<file path="config.mk">
export PLATFORM = sky130hd
export DESIGN_NAME = pipe_stage_reg
export DESIGN_NICKNAME = d
export VERILOG_FILES = /design/src/rtl/pipe_stage_reg_pkg.sv /design/src/rtl/pipe_stage_reg_tnew_sat_dec.sv /design/src/rtl/pipe_stage_reg.sv
export SDC_FILE = /design/constraint.sdc
export NUM_CORES = 1
export LEC_CHECK = 0
export BUFFER_PORTS_ARGS = -buffer_cell sky130_fd_sc_hd__buf_2
export CELL_PAD_IN_SITES_DETAIL_PLACEMENT = 1
export CELL_PAD_IN_SITES_GLOBAL_PLACEMENT = 1
export CORE_MARGIN = 10
export CORE_UTILIZATION = 29
export CTS_CLUSTER_DIAMETER = 100
export DETAILED_ROUTE_END_ITERATION = 8
export PLACE_DENSITY = 0.77
export SYNTH_ARGS = -nofsm -noshare
export SYNTH_HDL_FRONTEND = slang
export SYNTH_SLANG_ARGS = --single-unit
</file>
<file path="constraint.sdc">
create_clock -name clk -period 1.28 [get_ports clk]
set_input_delay 0.256 -clock clk [delete_from_list [all_inputs] [get_ports clk]]
set_output_delay 0.256 -clock clk [all_outputs]
set_load 0.05 [all_outputs]
</file>
<file path="src/rtl/pipe_stage_reg_pkg.sv">
// Shared constants and types for the MIPS pipeline stage registers.
package pipe_pkg;

  localparam int          TNEW_W_DEF = 2;
  localparam logic [31:0] NOP_INSTR  = 32'h0000_0000;  // sll $0,$0,0
  localparam logic [31:0] PC_RST_DEF = 32'h0000_3000;

  typedef logic [TNEW_W_DEF-1:0] tnew_t;

endpackage

</file>
<file path="src/rtl/pipe_stage_reg_tnew_sat_dec.sv">
// Saturating decrement of the hazard-unit Tnew countdown.
// Purely combinational; shared with the hazard unit.
module tnew_sat_dec #(
  parameter int TNEW_W = 2
) (
  input  logic [TNEW_W-1:0] tnew_in,
  output logic [TNEW_W-1:0] tnew_dec
);

  // Stop at zero instead of wrapping to all-ones.
  assign tnew_dec = (tnew_in == '0) ? '0 : tnew_in - TNEW_W'(1);

endmodule

</file>
<file path="src/rtl/pipe_stage_reg.sv">
// Parametrised inter-stage pipeline register (ID/EX, EX/MEM, MEM/WB) with
// stall hold, flush-to-bubble and valid tracking.
// Optional hold/bubble performance counters: define PIPE_STAGE_PERF_EN.
module pipe_stage_reg
  import pipe_pkg::*;
#(
  parameter int              DATA_W   = 32,
  parameter int              PC_W     = 32,
  parameter int              TNEW_W   = 2,
  parameter bit              DEC_TNEW = 1'b1,
  parameter logic [PC_W-1:0] PC_RST   = '0,
  parameter int              CNT_W    = 16
) (
  input  logic              clk,
  input  logic              reset,
  input  logic              stall,
  input  logic              flush,
  input  logic              valid_in,
  input  logic [31:0]       instr_in,
  input  logic [DATA_W-1:0] data_a_in,
  input  logic [DATA_W-1:0] data_b_in,
  input  logic [PC_W-1:0]   pc_in,
  input  logic [TNEW_W-1:0] tnew_in,
  output logic              valid_out,
  output logic [31:0]       instr_out,
  output logic [DATA_W-1:0] data_a_out,
  output logic [DATA_W-1:0] data_b_out,
  output logic [PC_W-1:0]   pc_out,
  output logic [TNEW_W-1:0] tnew_out,
  output logic [CNT_W-1:0]  stall_cnt,
  output logic [CNT_W-1:0]  bubble_cnt
);

  logic [TNEW_W-1:0] tnew_load;
  logic              load_bubble;
  logic              hold;

  // ID/EX passes Tnew through; later stages count it down by one per stage.
  generate
    if (DEC_TNEW) begin : g_dec
      tnew_sat_dec #(.TNEW_W(TNEW_W)) u_tnew_dec (
        .tnew_in  (tnew_in),
        .tnew_dec (tnew_load)
      );
    end else begin : g_pass
      assign tnew_load = tnew_in;
    end
  endgenerate

  // Flush wins over stall; an unstalled edge with no real instruction also
  // loads a bubble.
  assign load_bubble = flush | (~stall & ~valid_in);
  assign hold        = stall & ~flush;

  // Stage contents: reset > flush > stall > load.
  always_ff @(posedge clk) begin
    // NOTE: sequential state uses non-blocking assignment so every flop
    // samples pre-edge values regardless of statement order.
    if (reset || load_bubble) begin
      valid_out  <= 1'b0;
      instr_out  <= NOP_INSTR;
      data_a_out <= '0;
      data_b_out <= '0;
      pc_out     <= PC_RST;
      tnew_out   <= '0;
    end else if (!hold) begin
      valid_out  <= 1'b1;
      instr_out  <= instr_in;
      data_a_out <= data_a_in;
      data_b_out <= data_b_in;
      pc_out     <= pc_in;
      tnew_out   <= tnew_load;
    end
  end

`ifdef PIPE_STAGE_PERF_EN
  logic [CNT_W-1:0] stall_q;
  logic [CNT_W-1:0] bubble_q;

  // Saturating hold and bubble counters, cleared by reset.
  always_ff @(posedge clk) begin
    if (reset) begin
      stall_q  <= '0;
      bubble_q <= '0;
    end else begin
      if (hold && stall_q != '1)
        stall_q <= stall_q + CNT_W'(1);
      if (load_bubble && bubble_q != '1)
        bubble_q <= bubble_q + CNT_W'(1);
    end
  end

  assign stall_cnt  = stall_q;
  assign bubble_cnt = bubble_q;
`else
  assign stall_cnt  = '0;
  assign bubble_cnt = '0;
`endif

endmodule

</file>
==> run_results.csv, run 1 <==
group,metric,value,unit
floorplan,die-area,21900,sq um
clock_network,cts-root-buf,"clkbuf_16",
status,outcome,"finished, final reports clean",
pwr,power.density,1540,nW/um^2
drt,met2_length,9200,um
synth,ys_warn_count,0,
setup_path,cp-startpoint,"pc_out[19]$_SDFFE_PP0N_",
timing,layout_min_cycle_time,1.24,ns
synth,yosys.area_share.adder,0,%
synth,synth-xor-area-share,0,%
synth,synth_area,4760,sq um
clock_network,clockBufferDepth,2,
synth,synth_area_per_cell,7.89,sq um
global_route,grt_max_degree,77,
pwr,leakage,0.00350,uW
pwr,peakVddDrop,0.840,mV
synth,synth_top_family_by_area,"simple AND/OR/NAND/NOR gates",
timing,hold_viol,0,
drt,drc,0,
setup_path,r2r-start,"data_b_out[9]$_SDFFE_PP0N_",
placed_design,dpl.hpwl,13900,um
drt,first_pass_iters,4,
synth,ys_types,13,
setup_path,worstSetupPathType,"reg -> out",
pwr,switching_share,27.7,%
setup_path,crit_cells,1,
floorplan,rows,46,
setup_path,cp.required,1.02,ns
clock_network,insertion_delay,0.41,ns
global_route,grt_overflow,0,
clock_network,cts_sinks,131,
synth,yosys_register_bits,131,
synth,yosys.area_share.simple,21.1,%
timing,setup_viol_count_final,0,
drt,vias,4791,
global_route,antenna_found_initial,1,
placed_design,buffer_ports.inserted,265,
layout,syn2layout_area_growth,53.9,%
drt,vias_per_cell,4.39,
setup_path,crit_family,"flip-flops",
setup_path,start_kind,"flip-flop",
floorplan,fp.dieH,148,um
run,maxCapViolations,0,
drt,drt-met1-wl,7290,um
pwr,p_sw,3130,uW
drt,wl_per_cell,16.9,um
placed_design,gp_congestion,0.798,
floorplan,io_pins,298,
pwr,p_seq_share,38.0,%
setup_path,worst-path-buf-inv,1,
synth,yosysSeqAreaShare,55.1,%
setup_path,r2r_end,"data_b_out[9]$_SDFFE_PP0N_",
drt,top_layer,"met5",
timing,rsz0062_at_grt,"no",
synth,synth_mux_area_share,0,%
drt,route.final.wire_length,18500,um
timing,fmax,807,MHz
floorplan,initial_core_util,29.7,%
global_route,track_usage,16.1,%
layout,nets,998,
drt,ant_nets,0,
setup_path,reg2reg_slack,0.61,ns
clock_network,cts_buffers,17,
pwr,combPwrFrac,15.1,%
layout,antennaDiodeCount,0,
clock_network,h-tree-depth,4,
synth,synth_compound_area_share,13.8,%
setup_path,crit_chain,"buf_4",
layout,fin_util,45.8,%
clock_network,path_clk_slew,0.06,ns
pwr,p_clk_share,47.0,%
timing,maxSlewViolCount,0,
synth,syn_inst,603,
layout,post_route_cells_drive_above_1_share,36.6,%
setup_path,cpMaxStageDelayCell,"dfxtp_1",
setup_path,worstPathMaxFanout,2,
global_route,grt_pass1_wl,28100,um
clock_network,cts_tree,"yes",
timing,clock_skew,0,ns
timing,timing.final.crit_share,96.8,%
drt,wl_met3,1720,um
setup_path,critPathCapture,"pc_out[19]",
pwr,power.internal,8180,uW
global_route,first_global_vias,5113,
floorplan,chipWidth,148,um
setup_path,crit_path_end_kind,"output pin",
min_path,hold_path_class,"in -> reg",
drt,drt_iter0_drc,107,
setup_path,critPathMaxStageDelay,0.35,ns
setup_path,worstPathArrival,0.98,ns
floorplan,core-area,16000,sq um
timing,fin_tns_setup,0,ns
setup_path,worstRegToRegCells,2,
-- synth_stat cells --
library cell	n	area share, %
a21oi_1	130	14
and2b_1	1	0.16
buf_2	26	2.7
buf_4	42	6.6
clkbuf_1	7	0.55
conb_1	1	0.079
dfxtp_1	131	55
nand2_1	258	20
nand2b_1	1	0.13
nand3_1	1	0.11
nand3b_1	1	0.16
nor2_1	3	0.24
o21ai_1	1	0.11
-- layout make-up --
class                           instances  area [sq um]
Sequential cell                       131          2620
Tap cell                              216           270
Clock inverter                         14           213
Multi-Input combinational cell        428          1800
Clock buffer                           17           425
Timing Repair Buffer                  285          1990
Fill cell                            2013          8680
-- per-stage QoR --
stage	total power [uW]	instances	instance area (sq um)	hold slack [ns]	setup slack, ns
2_1_floorplan	5520	634	4880	0.396	0.226
3_3_place_gp	5980	1060	6330	0.435	0.0757
3_5_place_dp	6000	1060	6330	0.441	0.0274
4_1_cts	11500	1091	7290	0.0562	0.000128
5_1_grt	11800	1091	7320	0.0637	0.000430
6_report	11300	1091	7320	0.0734	0.0409
-- registers in the layout, summed over array words and instances (netlist names) --
signal and flops:
data_a_out 32, data_b_out 32, tnew_out 2, instr_out 32
valid_out 1, pc_out 32
-- power by group through the flow --
stage	Sequential, uW	Combinational (uW)	Clock [uW]
after floorplan	4870	648	0
after global placement	4370	1600	0
after detailed placement	4380	1620	0
after CTS	4300	1700	5460
after global routing	4310	1820	5670
final	4300	1700	5310
-- worst min-delay path: stages --
cell,delay [ns]
buf_2,0.09
nand2_1,0.04
a21oi_1,0.05
-- placed cells by master, fill, tap and decap left out, drive strengths merged, types with 3 or more instances in the layout --
master  Yosys  routed
bufinv      0       5
clkinv      0       8
conb        1      32
buf        68     278
nand2     258     258
nor2        3       3
clkbuf      7      24
dfxtp     131     131
a21oi     130     130
-- routing by layer --
metal / GRT usage [%] / vias up
met4: 5.10 / 2
met5: 0 / -
met2: 27.5 / 183
met1: 17.3 / 2209
li1: - / 2378
met3: 7.62 / 19
-- timing repair --
item                       in CTS  in global routing
hold buffers                    0                  0
pin swaps                       0                  0
buffers inserted                0                  0
setup endpoints to repair     124                 13
gates resized for setup       125                 13
-- cell families after synthesis --
group                  count (synthesis)
buffers and inverters                 75
flip-flops                           131
AND/OR/NAND/NOR                      265
AO/OA/AOI/OAI                        131
other                                  1
-- how the worst min path moves through the flow --
stage | cells past startpoint | endpoint | startpoint
floorplan | 2 | data_a_out[0]$_SDFFE_PP0N_ | data_a_in[0]
finish | 3 | instr_out[18]$_SDFFE_PP0N_ | instr_in[18]
detailed placement | 2 | data_b_out[17]$_SDFFE_PP0N_ | data_b_out[17]$_SDFFE_PP0N_
global placement | 2 | data_b_out[5]$_SDFFE_PP0N_ | data_b_out[5]$_SDFFE_PP0N_
CTS | 3 | pc_out[4]$_SDFFE_PP0N_ | pc_in[4]
global route | 3 | pc_out[4]$_SDFFE_PP0N_ | pc_in[4]
(Power assumes the default switching activity.)
==> run 2: changes to the inputs <==
Settings changed: ABC_AREA set to 1, CORE_UTILIZATION 29 to 30, PLACE_DENSITY 0.77 to 0.76.
==> run 2 against run 1 <==
  * First-iteration DRC count rose by 69%
  * Register-to-register slack worse by 0.03 ns
  * Total power decreased by 3.4%
  * Combinational power is 9% higher
  * Highest routed layer unchanged
  * Routed wire length grew 7.2%
  * Setup slack got worse by 0.0069 ns
  * Synthesized cell count is 4.0% higher
==> run_results.csv, run 2 <==
group,metric,value,unit
clock_network,post_cts_buffers,0,
status,outcome,"finished, final reports clean",
synth,synth.top_cells.by_count,"nand2_1 (135), dfxtp_1 (131), a21oi_1 (128), nand3_1 (128), buf_4 (45)",
setup_path,r2r-start,"data_a_out[16]$_SDFFE_PP0N_",
timing,whs,0.0791,ns
timing,maxSlewViolCount,0,
setup_path,worstPathMaxFanout,2,
drt,wl_per_cell,17.7,um
setup_path,crit_chain,"buf_4",
synth,ys_warn_count,0,
drt,ant_nets,0,
drt,first_pass_iters,4,
layout,layout_commonest_cell,"buf_4",
synth,synth_most_common_cell,"nand2_1",
timing,timing.final.crit_share,97.3,%
setup_path,crit_cells,1,
drt,route.final.wire_length,19800,um
setup_path,r2r_end,"data_a_out[16]$_SDFFE_PP0N_",
drt,drc,0,
setup_path,worst-path-buf-inv,1,
synth,yosys_register_bits,131,
floorplan,io_pins,298,
global_route,grt_max_degree,62,
drt,drt_iter0_drc,181,
timing,hold_viol,0,
setup_path,cp-startpoint,"pc_out[22]$_SDFFE_PP0N_",
placed_design,buffer_ports.inserted,265,
synth,ys_types,15,
pwr,p_clk_share,43.7,%
min_path,hold_path_class,"in -> reg",
floorplan,fp.dieH,151,um
layout,antennaDiodeCount,0,
timing,fin_tns_setup,0,ns
synth,yosysTopAreaCell,"dfxtp_1",
global_route,grt_overflow,0,
setup_path,worstRegToRegCells,2,
synth,ys_async_sr_fraction,0,%
pwr,combPwrFrac,16.9,%
clock_network,cts_tree,"yes",
layout,post_route_cells_drive_above_1_share,36.8,%
setup_path,worstPathArrival,0.99,ns
pwr,power.internal,7720,uW
global_route,first_global_vias,5552,
synth,synth-edff-count,0,
layout,layout_common_cells,"buf_4 (139), nand2_1 (135), buf_2 (133), dfxtp_1 (131)",
drt,vias_per_cell,4.67,
clock_network,insertion_delay,0.41,ns
layout,fin_util,45.3,%
pwr,switching_share,29.4,%
clock_network,h-tree-depth,4,
floorplan,die-area,22900,sq um
setup_path,reg2reg_slack,0.58,ns
global_route,track_usage,16.6,%
pwr,p_seq_share,39.4,%
clock_network,clockBufferDepth,2,
synth,syn_inst,627,
setup_path,cp.required,1.02,ns
setup_path,worstSetupPathType,"reg -> out",
setup_path,critPathMaxStageDelay,0.36,ns
global_route,grt_pass1_wl,30000,um
timing,setup_viol_count_final,0,
placed_design,gp_congestion,0.894,
setup_path,start_kind,"flip-flop",
floorplan,initial_core_util,30.9,%
clock_network,cts_sinks,131,
clock_network,cts-root-buf,"clkbuf_16",
pwr,power.density,1440,nW/um^2
layout,syn2layout_area_growth,46.7,%
floorplan,chipWidth,151,um
run,maxCapViolations,0,
drt,vias,5229,
setup_path,crit_path_end_kind,"output pin",
synth,synthFlopType,"dfxtp_1",
pwr,peakVddDrop,0.857,mV
global_route,antenna_found_initial,2,
synth,yosysSeqAreaShare,50.6,%
pwr,p_sw,3210,uW
synth,synth_area_per_cell,8.26,sq um
clock_network,cts_hold_buf,0,
synth,yosysTopAreaCellShare,50.6,%
timing,layout_min_cycle_time,1.25,ns
synth,synth_area,5180,sq um
floorplan,core-area,16800,sq um
setup_path,cpMaxStageDelayCell,"dfxtp_1",
layout,nets,1021,
timing,clock_skew,0,ns
pwr,leakage,0.00360,uW
setup_path,crit_family,"flip-flops",
synth,synth.area.top_cells,"dfxtp_1 (51%), a21oi_1 (12%), nand3_1 (12%)",
setup_path,critPathCapture,"pc_out[22]",
clock_network,cts_buffers,17,
timing,fmax,803,MHz
clock_network,path_clk_slew,0.06,ns
clock_network,cts-resized-gates,128,
floorplan,rows,47,
placed_design,dpl.hpwl,14600,um
## run 2: through the flow
stage	setup WS [ns]	std cells	power (uW)	instance area, sq um
3_5_place_dp	0.0212	1087	6140	6670
4_1_cts	0.00137	1119	11000	7570
2_1_floorplan	0.248	658	5660	5300
3_3_place_gp	0.110	1087	6120	6670
6_report	0.0340	1119	10900	7600
5_1_grt	-0.0163	1119	11400	7600
## run 2: cell type report
type / instances / area [sq um]
well taps: 220 / 275
flip-flops and latches: 131 / 2620
inverters: 4 / 17.5
fillers: 2094 / 9160
multi-input cells: 434 / 1970
clock buffers: 20 / 447
clock inverters: 12 / 133
repair buffers: 298 / 2130
## run 2: cell families after synthesis
logic type	count (synthesis)	synth area share (%)
DFF	131	50.6
other	1	0.0724
and+or+nand+nor	273	23.1
buffers and inverters	93	13.7
AOI/OAI and AO/OA	129	12.5
## run 2: power by group through the flow
| stage | logic (uW) | registers (uW) | clock network, uW |
|---|---|---|---|
| 4_1_cts | 1850 | 4300 | 4890 |
| 5_1_grt | 1970 | 4320 | 5110 |
| 3_3_place_gp | 1750 | 4370 | 0 |
| 6_report | 1850 | 4300 | 4780 |
| 2_1_floorplan | 785 | 4870 | 0 |
| 3_5_place_dp | 1760 | 4380 | 0 |
## run 2: layer usage
layer | vias to the layer above | wire length [um] | global-route usage [%]
li1 | 2556 | - | -
met1 | 2442 | 7840 | 17.9
met2 | 200 | 9530 | 27.9
met3 | 29 | 2040 | 7.28
met4 | 2 | 380 | 6.83
met5 | - | 13 | 0
## run 2: tightest hold or removal path, cell delays in order
cell and delay [ns]:
buf_2 0.09, nand2_1 0.05, a21oi_1 0.05
## run 2: worst min path at each step
| stage | from | to | cells after the start |
|---|---|---|---|
| detailed placement | tnew_out[1]$_SDFFE_PP0N_ | tnew_out[1]$_SDFFE_PP0N_ | 2 |
| CTS | data_a_in[29] | data_a_out[29]$_SDFFE_PP0N_ | 3 |
| global route | instr_in[26] | instr_out[26]$_SDFFE_PP0N_ | 3 |
| global placement | tnew_out[1]$_SDFFE_PP0N_ | tnew_out[1]$_SDFFE_PP0N_ | 2 |
| finish | pc_in[28] | pc_out[28]$_SDFFE_PP0N_ | 3 |
| floorplan | data_a_in[0] | data_a_out[0]$_SDFFE_PP0N_ | 2 |
==> run 3: changes to the inputs <==
--- a/config.mk
+++ b/config.mk
@@ -10,8 +10,9 @@
 export CELL_PAD_IN_SITES_DETAIL_PLACEMENT = 1
-export CELL_PAD_IN_SITES_GLOBAL_PLACEMENT = 1
+export CELL_PAD_IN_SITES_GLOBAL_PLACEMENT = 2
 export CORE_MARGIN = 10
-export CORE_UTILIZATION = 30
+export CORE_UTILIZATION = 23
 export CTS_CLUSTER_DIAMETER = 100
 export DETAILED_ROUTE_END_ITERATION = 8
-export PLACE_DENSITY = 0.76
+export PLACE_DENSITY = 0.77
+export SLEW_MARGIN = 25
 export SYNTH_ARGS = -nofsm -noshare
==> constraint.sdc (replaced) <==
create_clock -name clk -period 1.28 [get_ports clk]
set_input_delay 0.128 -clock clk [delete_from_list [all_inputs] [get_ports clk]]
set_output_delay 0.128 -clock clk [all_outputs]
set_load 0.05 [all_outputs]
==> run 3 against run 2 <==
  * Via count grew 9.3%
  * Flip-flop and latch count did not move
  * Critical endpoint is now pc_out[14]
  * Cell count grew 16%
  * Largest cell class is now buffers
  * Largest power group unchanged
  * Cell area rose by 13%
==> run_results.csv, run 3 (same netlist as run 2, synthesis figures left out) <==
group,metric,value,unit
timing,timing.final.crit_share,92.8,%
timing,setup_viol_count_final,0,
placed_design,buffer_ports.inserted,265,
floorplan,core-area,22000,sq um
min_path,hold_path_class,"in -> reg",
layout,syn2layout_area_growth,66.3,%
clock_network,cts_buffers,17,
timing,hold_viol,0,
clock_network,cts-resized-gates,0,
pwr,power.density,1390,nW/um^2
clock_network,insertion_delay,0.41,ns
global_route,track_usage,14.8,%
placed_design,gp_congestion,0.747,
clock_network,post_cts_buffers,0,
drt,first_pass_iters,6,
setup_path,crit_chain,"buf_2",
clock_network,clockBufferDepth,2,
pwr,power.total,12000,uW
min_path,min_path_cells,5,
setup_path,crit_path_end_kind,"output pin",
run,maxCapViolations,0,
pwr,peakVddDrop,0.782,mV
pwr,leakage,0.00413,uW
global_route,grt_pass1_wl,34400,um
floorplan,rows,54,
floorplan,die-area,28900,sq um
setup_path,critPathMaxStageDelay,0.36,ns
clock_network,cts-root-buf,"clkbuf_16",
timing,whs,0.0579,ns
clock_network,cts_hold_buf,128,
drt,ant_nets,0,
timing,clock_skew,0,ns
clock_network,h-tree-depth,4,
drt,drt_iter0_drc,275,
timing,layout_min_cycle_time,1.19,ns
layout,layout_commonest_cell,"buf_2",
setup_path,start_kind,"flip-flop",
layout,post_route_cells_drive_above_1_share,31.8,%
timing,rsz0062_at_grt,"no",
floorplan,initial_core_util,23.5,%
placed_design,dpl.hpwl,15100,um
floorplan,fp.dieH,170,um
drt,vias,5715,
setup_path,worstRegToRegCells,3,
floorplan,chipWidth,170,um
floorplan,io_pins,298,
global_route,antenna_found_initial,1,
drt,route.final.wire_length,22000,um
drt,vias_per_cell,4.39,
timing,fmax,842,MHz
setup_path,worstSetupPathType,"reg -> out",
global_route,grt_overflow,0,
clock_network,path_clk_slew,0.06,ns
global_route,first_global_vias,6052,
timing,maxSlewViolCount,0,
status,outcome,"finished, final reports clean",
layout,fillerInstances,2666,
layout,layout_common_cells,"buf_2 (264), nand2_1 (135), dfxtp_1 (131)",
global_route,grt_max_degree,60,
setup_path,worstPathMaxFanout,2,
setup_path,cpMaxStageDelayCell,"dfxtp_1",
setup_path,worst-path-buf-inv,1,
drt,wl_per_cell,16.9,um
timing,fin_tns_setup,0,ns
clock_network,cts_sinks,131,
drt,drc,0,
layout,nets,1143,
setup_path,crit_cells,1,
setup_path,cp.required,1.15,ns
clock_network,cts_tree,"yes",
setup_path,worstPathArrival,1.06,ns
setup_path,crit_family,"flip-flops",
layout,fin_util,39.1,%
## run 3: cell count changes in the layout (fill, tap and decap cells not counted)
cell / delta
buf_2: +131
dlygate4sd3_1: +128
buf_4: -124
buf_6: -7
bufinv_16: +4
buf_12: -3
clkbuf_4: -3
clkinv_2: -2
clkinvlp_4: -2
diode_2: +1
## run 3: report_power, final
part           switching (uW)  internal, uW
clock network            1940          3720
logic                    1340           720
registers                71.3          4220
total                    3350          8660
## run 3: final cells by class
type / instances / area (sq um) / share of cell area [%]
Timing Repair Buffer: 420 / 2980 / 34.5
Sequential cell: 131 / 2620 / 30.4
Multi-Input combinational cell: 434 / 1970 / 22.9
Clock buffer: 20 / 447 / 5.18
Tap cell: 280 / 350 / 4.07
Clock inverter: 12 / 228 / 2.64
Inverter: 4 / 17.5 / 0.203
Antenna cell: 1 / 2.50 / 0.0290
## run 3: worst paths after layout
path                                                  start  slack [ns]                          end
worst min register to register  data_b_out[26]$_SDFFE_PP0N_        0.48  data_b_out[26]$_SDFFE_PP0N_
worst min-delay path                             tnew_in[1]        0.06     tnew_out[0]$_SDFFE_PP0N_
worst max register to register     tnew_out[0]$_SDFFE_PP0N_        0.59     tnew_out[0]$_SDFFE_PP0N_
worst max-delay path                pc_out[14]$_SDFFE_PP0N_        0.09                   pc_out[14]
## run 3: per-layer routing
layer | vias up | GRT usage (%) | part of all wire (%)
met5 | - | 0 | 0
met4 | 0 | 3.09 | 0.77
met3 | 14 | 7.15 | 9.8
met2 | 219 | 23.8 | 47
met1 | 2681 | 17.5 | 43
li1 | 2801 | - | -
## run 3: per-stage QoR
stage,setup slack [ns],std cells,instance area [sq um]
after detailed placement,0.173,1141,6660
after CTS,0.0550,1301,8610
after global routing,0.0316,1302,8620
final,0.0918,1302,8620
after global placement,0.211,1141,6660
after floorplan,0.337,658,5300
